===== config.mk =====
export PLATFORM = sky130hd
export DESIGN_NAME = mem_port_arbiter
export DESIGN_NICKNAME = d
export VERILOG_FILES = /design/src/rtl/mem_port_arbiter.sv
export SDC_FILE = /design/constraint.sdc
export NUM_CORES = 1
export LEC_CHECK = 0
export ABC_CLOCK_PERIOD_IN_PS = 4460
export CAP_MARGIN = 20
export CORE_AREA = 2 2 253 255
export CTS_CLUSTER_SIZE = 8
export DETAILED_ROUTE_END_ITERATION = 10
export DIE_AREA = 0 0 255 257
export HOLD_SLACK_MARGIN = 0.15
export PLACE_DENSITY = 0.46
export SETUP_SLACK_MARGIN = 0.05
export SYNTH_ARGS = -nofsm -noshare
export SYNTH_HDL_FRONTEND = slang
export SYNTH_SLANG_ARGS = --single-unit

===== constraint.sdc =====
create_clock -name clock -period 4.46 [get_ports clock]
set_input_delay 1.115 -clock clock [delete_from_list [all_inputs] [get_ports clock]]
set_output_delay 1.115 -clock clock [all_outputs]
set_load 0.01 [all_outputs]

===== src/rtl/mem_port_arbiter.sv =====
// rtl/mem_port_arbiter.sv - shares one memory port between instruction fetch (IF) and data access (D)
//
// Each access runs through a fixed IDLE -> ISSUE -> WAIT -> RESP sequence.
// Data wins arbitration, but after STARVE_MAX consecutive data grants that
// kept a waiting fetch out, the fetch is granted.
//
// Optional build macro: MEM_PORT_ARB_PERF_EN adds the perf_* counter ports.
//
// Ports:
//   clock, reset        clock; synchronous active-high reset
//   if_req/if_addr      fetch request and byte address (held until if_done/if_kill)
//   if_kill             abandon the in-flight fetch; masks if_req while IDLE
//   if_done/if_rdata    fetch completion pulse and fetched doubleword
//   d_req/d_wen/d_addr  data request, write flag and byte address (held until d_done)
//   d_wdata/d_wmask     lane-aligned write data and bit mask
//   d_done/d_rdata      data completion pulse and read doubleword (reads only)
//   mem_en/mem_wen      RAM read / write enable (ISSUE only)
//   mem_idx             RAM doubleword index = (addr - BASE_ADDR) >> 3
//   mem_wdata/mem_wmask RAM write data and mask
//   mem_rdata           RAM read data, valid the cycle after mem_en
//   perf_*              grant and conflict counters (MEM_PORT_ARB_PERF_EN only)
module mem_port_arbiter #(
    parameter logic [63:0] BASE_ADDR  = 64'h0000_0000_8000_0000,
    parameter int          STARVE_MAX = 4
) (
    input  logic        clock,
    input  logic        reset,
    input  logic        if_req,
    input  logic [63:0] if_addr,
    input  logic        if_kill,
    output logic        if_done,
    output logic [63:0] if_rdata,
    input  logic        d_req,
    input  logic        d_wen,
    input  logic [63:0] d_addr,
    input  logic [63:0] d_wdata,
    input  logic [63:0] d_wmask,
    output logic        d_done,
    output logic [63:0] d_rdata,
    output logic        mem_en,
    output logic [63:0] mem_idx,
    output logic        mem_wen,
    output logic [63:0] mem_wdata,
    output logic [63:0] mem_wmask,
    input  logic [63:0] mem_rdata
`ifdef MEM_PORT_ARB_PERF_EN
    ,
    output logic [63:0] perf_if_grants,
    output logic [63:0] perf_d_grants,
    output logic [63:0] perf_conflict_cycles
`endif
);

    typedef enum logic [1:0] {IDLE, ISSUE, WAIT, RESP} state_t;

    localparam logic [3:0] STARVE_LIM = STARVE_MAX[3:0];

    state_t      state;
    state_t      state_nxt;
    logic        own_if;
    logic        own_d;
    logic        cmd_wen;
    logic        killed;
    logic [3:0]  starve_cnt;

    logic        if_eff;
    logic        grant_if;
    logic        grant_d;
    logic        wen_sel;
    logic [63:0] addr_sel;

    // A killed fetch cannot compete in the same arbitration.
    assign if_eff   = if_req & ~if_kill;
    assign wen_sel  = grant_d & d_wen;
    assign addr_sel = grant_if ? if_addr : d_addr;

    always_comb begin
        grant_if = 1'b0;
        grant_d  = 1'b0;
        if (state == IDLE) begin
            if (if_eff && d_req) begin
                if (starve_cnt < STARVE_LIM) begin
                    grant_d = 1'b1;
                end else begin
                    grant_if = 1'b1;
                end
            end else if (if_eff) begin
                grant_if = 1'b1;
            end else if (d_req) begin
                grant_d = 1'b1;
            end
        end
    end

    always_comb begin
        state_nxt = state;
        case (state)
            IDLE:    if (grant_if || grant_d) state_nxt = ISSUE;
            ISSUE:   state_nxt = WAIT;
            WAIT:    state_nxt = RESP;
            RESP:    state_nxt = IDLE;
            default: state_nxt = IDLE;
        endcase
    end

    // The kill is also honoured combinationally so a kill raised during RESP
    // itself still suppresses the pulse.
    assign if_done = (state == RESP) & own_if & ~killed & ~if_kill;
    assign d_done  = (state == RESP) & own_d;

    always_ff @(posedge clock) begin
        if (reset) begin
            state      <= IDLE;
            own_if     <= 1'b0;
            own_d      <= 1'b0;
            cmd_wen    <= 1'b0;
            killed     <= 1'b0;
            starve_cnt <= 4'd0;
            if_rdata   <= 64'd0;
            d_rdata    <= 64'd0;
            mem_en     <= 1'b0;
            mem_wen    <= 1'b0;
            mem_idx    <= 64'd0;
            mem_wdata  <= 64'd0;
            mem_wmask  <= 64'd0;
        end else begin
            state <= state_nxt;

            // mem_* are loaded on the grant edge so they are live exactly
            // during ISSUE, and cleared on every other edge.
            if (grant_if || grant_d) begin
                own_if    <= grant_if;
                own_d     <= grant_d;
                cmd_wen   <= wen_sel;
                killed    <= 1'b0;
                mem_en    <= ~wen_sel;
                mem_wen   <= wen_sel;
                mem_idx   <= (addr_sel - BASE_ADDR) >> 3;
                mem_wdata <= wen_sel ? d_wdata : 64'd0;
                mem_wmask <= wen_sel ? d_wmask : 64'd0;
            end else begin
                mem_en    <= 1'b0;
                mem_wen   <= 1'b0;
                mem_idx   <= 64'd0;
                mem_wdata <= 64'd0;
                mem_wmask <= 64'd0;
            end

            if (grant_if) begin
                starve_cnt <= 4'd0;
            end else if (grant_d) begin
                starve_cnt <= if_eff ? starve_cnt + 4'd1 : 4'd0;
            end

            if (state != IDLE && own_if && if_kill) begin
                killed <= 1'b1;
            end

            if (state == WAIT && !cmd_wen) begin
                if (own_if) begin
                    if_rdata <= mem_rdata;
                end else begin
                    d_rdata <= mem_rdata;
                end
            end

            if (state == RESP) begin
                own_if <= 1'b0;
                own_d  <= 1'b0;
            end
        end
    end

`ifdef MEM_PORT_ARB_PERF_EN
    logic conflict;

    assign conflict = (state == IDLE) ? (if_req & d_req)
                                      : ((own_if & d_req) | (own_d & if_req));

    always_ff @(posedge clock) begin
        if (reset) begin
            perf_if_grants       <= 64'd0;
            perf_d_grants        <= 64'd0;
            perf_conflict_cycles <= 64'd0;
        end else begin
            if (grant_if) perf_if_grants <= perf_if_grants + 64'd1;
            if (grant_d)  perf_d_grants  <= perf_d_grants + 64'd1;
            if (conflict) perf_conflict_cycles <= perf_conflict_cycles + 64'd1;
        end
    end
`endif

endmodule

==> Implementation_results.wiki <==
{| class="wikitable"
! Metric !! Value
|-
| Asr flop ratio synth || 0
|-
| Number of global-route vias before repair || 11600
|-
| Number of flops mapped to enable cells by yosys || 0
|-
| Cell area power density || 406 mW/mm2
|-
| Maximum clock skew at final layout || between 0.03 and 0.04 ns
|-
| Number of buffers added on ports || 640
|-
| Max FO, Critical Path || 5
|-
| Period utilisation layout || 0.858
|-
| #FFs+latches synth || around 330
|-
| Data required time of the worst path || 3.35 ns
|-
| Via total after detailed routing || 11400
|-
| Total half-perimeter wirelength after legalization and detailed placement || 39.1 mm
|-
| Primary FF master, synth || dfxtp_1
|-
| Detail-routed net length per standard cell || 18.7 um
|-
| Kind of end point of the critical path || output port
|-
| Avg Vias per Cell || 4.08
|-
| Slowest CP cell || clkdlybuf4s50_1
|-
| Root cell of the clock tree || clkbuf_16
|-
| Count of unresolved DRC violations after routing || 0
|-
| Routability Congestion || 0.895
|-
| Filler Cells Inserted || about 6500
|-
| Total number of nets in the final design || roughly 2300
|-
| Vert. Die Dim || 257 um
|-
| Synthesized netlist cell count || 1308
|-
| Total setup buffers inserted after CTS || 0
|-
| Category of the critical setup timing path || input port to output port
|-
| Status || finished clean
|-
| Clock-pin transition on the worst setup and hold timing paths || 0.05 ns
|-
| Endpoint of the worst register-to-register path || mem_idx[54]
|-
| Hold-fix buffers at CTS || 0
|-
| Post-Place Worst Slack || about 0.47 ns
|-
| Worst reg2reg startpoint || state[1]
|-
| Core Util, Final || 0.324
|-
| Detailed-routing iteration count for the pre-antenna-repair pass || 4
|-
| End point of the worst hold path || d_rdata[61]
|-
| Timing-limited maximum frequency || between 200 and 300 MHz
|-
| Cell chain of the critical path || clkdlybuf4s50_1, nor4bb_1, clkdlybuf4s50_1
|-
| Setup slack, reg-to-reg || 1.57 ns
|-
| Share of post-route cells with drive strength above 1 || 0.0519
|-
| Sinks on Clock Net || 329
|-
| Mapped Area || 0.0116 mm2
|-
| Total chip power || between 0.008 and 0.009 W
|-
| Count of different cell masters after synthesis || 58
|-
| Final Hold Fails || 0
|-
| Critical path arrival || roughly 2.7 ns
|-
| Starting density of the core || 0.185
|-
| Final-report max-slew violation count || 0
|-
| Number of max-capacitance violations reported || 0
|-
| Remaining number of nets flagged by the antenna check after routing || 0
|-
| Wire length of the first global-routing pass || 75.1 mm
|-
| Depth of the CTS H-tree || 2
|-
| Synth warn || 0
|-
| Synth top area cells || dfxtp_1, nand2_1, a21oi_1
|-
| Hold Crit Start || d_rdata[61]
|-
| Placeable Area || roughly 0.063 mm2
|-
| Width of the die || 255 um
|-
| Number of resized instances in the post-cts repair step || 0
|-
| Static power due to leakage || 7.31 nW
|-
| Worst vdd ir || 0.250 mV
|-
| Slew @ Worst Pin || around 0.83 ns
|-
| Crit path from || if_kill
|-
| Number of antenna violations at the first check in global routing || 3
|-
| Fraction of post-synthesis cell area in the top cell type by area || 0.567
|-
| Largest area contributor in the netlist || dfxtp_1
|-
| Post-Route WL || 52.3 mm
|-
| Area growth from synthesis to layout || 74.9%
|-
| Hold Path Class || flop to flop
|-
| Top-level I/O count || 650
|-
| Tot GR Track Use || 0.152
|-
| Mapped Avg Cell Area || slightly below 9 um2
|-
| Initial DRC count || 484
|-
| Unrepaired setup endpoints after global routing || no
|-
| Pin count of the biggest net entering global routing || 68
|-
| Nature of the critical path startpoint || input port
|-
| Min setup slack post-route || 0.634 ns
|-
| Critical path's most frequent cell || clkdlybuf4s50_1
|-
| Standard-cell row count || 92
|-
| TritonCTS clock tree || done
|-
| Shortest period the worst path allows || 3.83 ns
|-
| Sequential area share after synthesis || 0.567
|-
| Die footprint || 0.0655 mm2
|-
| Number of cells traversed by the worst register-to-register path || 13
|-
| Total congestion overflow || 0
|-
| Clock latency of the later-clocked register in the worst-skew pair || 0.58 ns
|-
| Worst hold path stage count || 2
|-
| TritonCTS buffer count || between 40 and 50
|-
| Delay of the slowest critical-path stage || 0.66 ns
|-
| Final setup viols || 0
|-
| Relative slew margins || 0.444
|-
| CTS max path bufs || 3
|-
| Setup total negative slack || 0 ns
|}
[cells by family after synthesis]
| kind of cell | Yosys count | synth area share |
|---|---|---|
| AOI/OAI and AO/OA | 225 | 0.109 |
| xor gates and xnor gates | 24 | 0.0181 |
| muxes | 25 | 0.0217 |
| DFF | 329 | 0.567 |
| other | 1 | 0.000323 |
| adders and majority gates | 6 | 0.00647 |
| buffers and inverters | 90 | 0.0309 |
| and+or+nand+nor | 608 | 0.246 |
[area by class of cell]
cell class              count  area [um2]  area share
diodes                      3        7.51    0.000370
clock inverters             5        96.3     0.00475
inverters                   4        15.0    0.000740
multi-input cells         891        4700       0.232
well taps                 846        1060      0.0521
clock buffers              53        1230      0.0606
flip-flops and latches    329        6590       0.324
repair buffers            665        6600       0.325
[worst max-delay path: cells and delay by family]
kind / cells / cell delay (ns)
AND/OR/NAND/NOR: 1 / 0.44
buffers and inverters: 2 / 1.15
[cell usage after synthesis (4+ instances only)]
cell type	n
o211ai_1	5
nor2_1	52
buf_1	6
nand3_1	6
nand2_1	341
nor4_1	13
mux2i_1	24
clkbuf_1	69
inv_1	4
and2_1	130
a211oi_1	5
nand4_1	8
o21ai_0	9
o2111ai_1	4
nor3_1	21
buf_2	8
a21oi_1	177
ha_1	6
or3_1	7
or4_1	5
xnor2_1	14
xor2_1	10
dfxtp_1	329
[per-layer routing]
layer  up-vias  global-route usage  share of wire
met5         -                   0        0.00055
li1       5561                   -              -
met2       410               0.270           0.50
met1      5347               0.170           0.39
met3        71              0.0555          0.090
met4         6              0.0406          0.020
[power by group]
| group | total [W] | internal [W] | switching, W |
|---|---|---|---|
| clock network | 0.00333 | 0.00199 | 0.00134 |
| registers | 0.00327 | 0.00318 | 0.0000946 |
| logic | 0.00164 | 0.000823 | 0.000815 |
| total | 0.00824 | 0.00599 | 0.00225 |
[worst max path at each step]
stage                  end  cells past startpoint  slack [ns]
2_1_floorplan  mem_idx[58]                     14        0.13
3_3_place_gp   mem_idx[54]                     12        0.50
3_5_place_dp   mem_idx[54]                     12        0.47
4_1_cts            if_done                      3        0.49
5_1_grt            if_done                      3        0.48
6_report           if_done                      3        0.63
[cells in the final DEF (no fill, tap or decap), drive strengths merged, types with 3 or more instances in the layout]
master         count
a2111oi            3
a211oi             6
a21oi            177
a22o               3
and2             130
buf               26
clkbuf            53
clkdlybuf4s50    639
conb               3
dfxtp            329
diode              3
ha                 6
inv                6
mux2i             24
nand2            341
nand3              6
nand3b             3
nand4              8
nor2              52
nor3              21
nor3b              4
nor4              13
o2111ai            4
o211ai             5
o21ai              9
o31ai              3
or3                8
or4                8
xnor2             14
xor2              10
[per-stage QoR]
| step | hold slack, ns | cells | instance area [um2] |
|---|---|---|---|
| after floorplan | 0.444 | 1310 | 11600 |
| after global placement | 0.442 | 2735 | 19000 |
| after detailed placement | 0.446 | 2735 | 19000 |
| after CTS | 0.453 | 2793 | 20300 |
| after global routing | 0.468 | 2793 | 20300 |
| final | 0.450 | 2796 | 20300 |
[flip-flops by register name, summed over array words and instances (netlist names), 2 cells and up]
register	flops
d_rdata	64
if_rdata	64
mem_idx	61
mem_wdata	64
mem_wmask	64
starve_cnt	4
state	2
Power figures use the tool's default switching activity.
==> edit 1: new RTL, config.mk and constraints unchanged <==
The 4 states of `state_t` get a Gray code encoding in 2 bits.
--- a/src/rtl/mem_port_arbiter.sv
+++ b/src/rtl/mem_port_arbiter.sv
@@ -53,3 +53,3 @@
 
-    typedef enum logic [1:0] {IDLE, ISSUE, WAIT, RESP} state_t;
+    typedef enum logic [1:0] {IDLE = 2'b00, ISSUE = 2'b01, WAIT = 2'b11, RESP = 2'b10} state_t;
 
Check against the original RTL: no difference found for any inputs over 4 cycles, from zero or initial values and one cycle with reset high; so few cycles prove little.
==> edit 1 against the unedited design <==
Non-clock buffer count shrank 3; cell count shrank 0.46%; clock skew shrank 0.016 ns; synthesized cell count shrank 1.3%; worst setup slack gained 0.24 ns; synthesized area shrank 0.72%; sequential cell count is the same; worst hold slack lost 0.00070 ns; routed wire length grew 5.1%; design area shrank 0.52%; highest routed layer unchanged.
Power is not compared: it rests on default switching activity, and its combinational part moved more than twofold at a synthesized area within 25%.
==> edit 1: results (changes against the unedited design) <==
WL per Instance - 19.7 um (+5.6%)
routed length on met1 - 20100 um (-0.32%)
worst-path maximum fanout - 9 (+4)
number of inserted diodes - 5 (+2)
final estimated routing congestion in global placement - 0.950 (+6.2%)
total number of multi-input combinational cells - 878 (-1.5%)
HP Start - if_rdata[25]
number of vias in the routed layout - 11300 (-0.89%)
Inverters - 4 (unchanged)
proportion of cell area spent on the clock network - 0.0649 (-0.000461)
Commonest cells post-synth - nand2_1, dfxtp_1, a21oi_1
non-clock buffer area fraction after layout - 0.326 (+0.00122)
global-route met1 utilization - 0.166 (-0.00451)
layout filler cell count - 6501 (-0.49%)
Iter 0 DRT Violations - 625 (+29%)
vias in the first global route - 11600 (+0.43%)
cts repair resizes - 0 (unchanged)
pin count of the biggest net entering global routing - 58 (-15%)
post-route worst hold slack - 0.450 ns (-0.000700 ns)
critical register-to-register path startpoint - starve_cnt[3]
clk_buf instances - 54 (+1.9%)
fraction of area in registers - 0.326 (+0.00171)
share of cells above drive strength 1 - 0.0497 (-0.00219)
critical path endpoint - mem_idx[60]
most area-consuming cells after synthesis - dfxtp_1, nand2_1, a21oi_1, and2_1, mux2i_1
sequential fraction of the synthesis area - 0.571 (+0.00413)
data arrival at the endpoint of the critical path - 4.03 ns (+1.32 ns)
stage delay of the slowest cell on the critical path - 0.56 ns (-0.10 ns)
proportion of synthesized area in mux cells - 0.0255 (+0.00385)
worst max-slew margin expressed relative to the limit - 0.298 (-0.146)
worst setup path startpoint - d_req
Buffers on Ports - 640 (unchanged)
hpwl dp - 42200 um (+7.7%)
Post-Synth Adder-Cell Area - 0.00217 (-0.00430)
result of the run - completed
global-route track usage on met2 - 0.288 (+0.0180)
detailed-routed wire length on met2 - 27400 um (+4.2%)
nets@finish - 2251 (-0.88%)
Synth async-reset ratio - 0 (unchanged)
total track usage - 0.160 (+0.00728)
non-clock buffer count - 662 (-0.45%)
worst-case clock skew - 0.0142 ns (-0.0160 ns)
standard cell with the maximum stage delay on the critical path - a2bb2o_1
fraction of area in multi-input gates - 0.229 (-0.00299)
worst reg2reg endpoint - mem_idx[60]
global-route wire length before repair - 77200 um (+2.7%)
number of antenna violations at the first check in global routing - 8 (+5)
depth of the worst register-to-register path - 10 (-3)
DRT Pass-1 Iters - 5 (+1)
met3 Track Usage GR - 0.0705 (+0.0150)
post-synthesis share of cell area spent on xor and xnor gates - 0.0228 (+0.00469)
complex-gate fraction of the synthesized area - 0.103 (-0.00659)
metal3 WL - 6090 um (+29%)
## edit 1: power breakdown
group | total [uW] | internal, uW | switching (uW) | leakage (uW)
clock | 3300 | 1960 | 1330 | 0.000647
sequential | 3060 | 3030 | 32.9 | 0.00267
combinational | 811 | 464 | 346 | 0.00393
## edit 1: critical path, delay by kind of cell
kind	cells	cell delay (ns)
compound gates	1	0.56
xor+xnor	1	0.22
buf+inv	1	0.49
fa+ha+maj	1	0.24
mux	1	0.23
simple gates	6	1.15
## edit 1: stage by stage
stage	instances	setup WS, ns	utilization	cell area [um^2]
3_5_place_dp	2719	0.298	0.301	18900
2_1_floorplan	1293	0.412	-	11500
4_1_cts	2778	0.871	0.322	20200
5_1_grt	2780	0.693	0.322	20200
3_3_place_gp	2719	0.352	0.301	18900
6_report	2783	0.875	0.322	20200
==> edit 2: new RTL, config.mk and constraints unchanged <==
Without the edit above. Register the outputs `if_done` and `d_done`, cleared by the reset; this adds one clock of latency there. The other outputs are not delayed to match.
--- a/src/rtl/mem_port_arbiter.sv
+++ b/src/rtl/mem_port_arbiter.sv
@@ -107,4 +107,11 @@
     // itself still suppresses the pulse.
-    assign if_done = (state == RESP) & own_if & ~killed & ~if_kill;
-    assign d_done  = (state == RESP) & own_d;
+    always_ff @(posedge clock) begin
+        if (reset) begin
+            if_done <= '0;
+            d_done  <= '0;
+        end else begin
+            if_done <= (state == RESP) & own_if & ~killed & ~if_kill;
+            d_done  <= (state == RESP) & own_d;
+        end
+    end
 
Check against the original RTL: not equivalent (a bounded check fails within 4 cycles, from zero or initial values and one cycle with reset high).
==> edit 2 against the unedited design <==
Sequential power rose by 4%; largest power group is now sequential cells; synthesized area is 1.2% higher; critical path type is now in2reg; register-to-register slack worse by 0.29 ns; power rose by 5.2%; design area grew 0.30%; worst setup slack improved by 0.079 ns; sequential cell count is 2 higher; critical endpoint is now mem_idx[60]; critical path depth increased by 7; routed wire length shrank 4.5%.
==> edit 2: results (changes against the unedited design) <==
sequential fraction of the synthesis area - 0.564 (-0.00330)
hpwl dp - 36400 um (-6.9%)
layout filler cell count - 6446 (-1.3%)
Power Internal - 6200 uW (+3.5%)
critical register-to-register path startpoint - state[0]
global-route met1 utilization - 0.157 (-0.0131)
distinct cell type count of the synthesized netlist - 64 (+10%)
combinational power - 2000 uW (+22%)
worst-path maximum fanout - 10 (+5)
depth of the worst register-to-register path - 11 (-2)
final estimated routing congestion in global placement - 0.850 (-5.0%)
worst setup path startpoint - d_req
critical path's top delay family - simple AND/OR/NAND/NOR gates
reg2reg setup slack - 1.28 ns (-0.29 ns)
Hold Path End - if_rdata[1]
number of instances in the placed design - 2726 (-0.33%)
global-route track usage on met2 - 0.261 (-0.00959)
total routed wirelength - 49900 um (-4.5%)
nets@finish - 2262 (-0.40%)
Iter 0 DRT Violations - 587 (+21%)
leakage power total - 0.00732 uW (about the same)
worst-case clock skew - 0.0399 ns (+0.00965 ns)
Avg Vias per Cell - 4.10 (+0.64%)
share of cells above drive strength 1 - 0.0567 (+0.00486)
standard cell with the maximum stage delay on the critical path - clkdlybuf4s50_1
Commonest cells post-synth - nand2_1, dfxtp_1, a21oi_1
number of inserted diodes - 0 (-3)
worst reg2reg endpoint - mem_idx[60]
Critical Path End Type - flop
detailed-routed wire length on met2 - 25000 um (-5.0%)
largest vdd supply drop - 284 uV (+13%)
DRT Pass-1 Iters - 5 (+1)
class of the tightest hold or removal check - reg2reg
HP Start - if_rdata[1]
Synth async-reset ratio - 0 (unchanged)
pin count of the biggest net entering global routing - 143 (+110%)
total track usage - 0.146 (-0.00684)
cell area power density - 425 nW/um^2 (+4.9%)
Tightest Pin Transition - 0.933 ns (+0.0990 ns)
Area after DPL - 19100 um^2 (+0.49%)
number of buffers created by CTS - 48 (unchanged)
result of the run - completed
average cell area after synthesis - 9.00 um^2 (+1.4%)
stage delay of the slowest cell on the critical path - 0.54 ns (-0.12 ns)
global-route wire length before repair - 72400 um (-3.7%)
metal3 WL - 5030 um (+6.6%)
number of buffers on the longest clock path - 3 (unchanged)
relative contribution of sequential cells to total power - 0.391 (-0.006)
post-route worst hold slack - 0.451 ns (+0.000763 ns)
data arrival at the endpoint of the critical path - 4.18 ns (+1.47 ns)
routed length on met1 - 18600 um (-7.9%)
most area-consuming cells after synthesis - dfxtp_1, nand2_1, a21oi_1, and2_1, clkbuf_1
number of vias in the routed layout - 11400 (+0.25%)
predominant post-synthesis flop cell - dfxtp_1
## edit 2: changes by cell type after synthesis, moves of 6 or more
| cell | change |
|---|---|
| a211o_1 | +6 |
| mux2_2 | +9 |
| nand2_1 | -8 |
| nor2_1 | -13 |
| nor3_1 | -7 |
| or2_2 | +7 |
| xnor2_1 | -6 |
## edit 2: kinds of logic after synthesis
group           count (synthesis)  synth area share
xor+xnor                       13           0.00969
flops                         331             0.564
mux                            32            0.0283
other cells                     1          0.000319
simple gates                  596             0.243
compound gates                236             0.116
buf+inv                        91            0.0315
fa+ha+maj                       6           0.00639
## edit 2: metrics by stage
step	power, uW	setup slack [ns]
detailed placement	5470	0.198
floorplan	4250	0.271
finish	8660	0.712
CTS	8850	0.753
global route	9140	0.554
global placement	5460	0.273
## edit 2: area by class of cell
cell class	count	area share
repair buffers	659	0.323
flip-flops and latches	331	0.325
inverters	4	0.000737
multi-input cells	886	0.235
well taps	846	0.0520
clock buffers	54	0.0606
clock inverters	5	0.00338
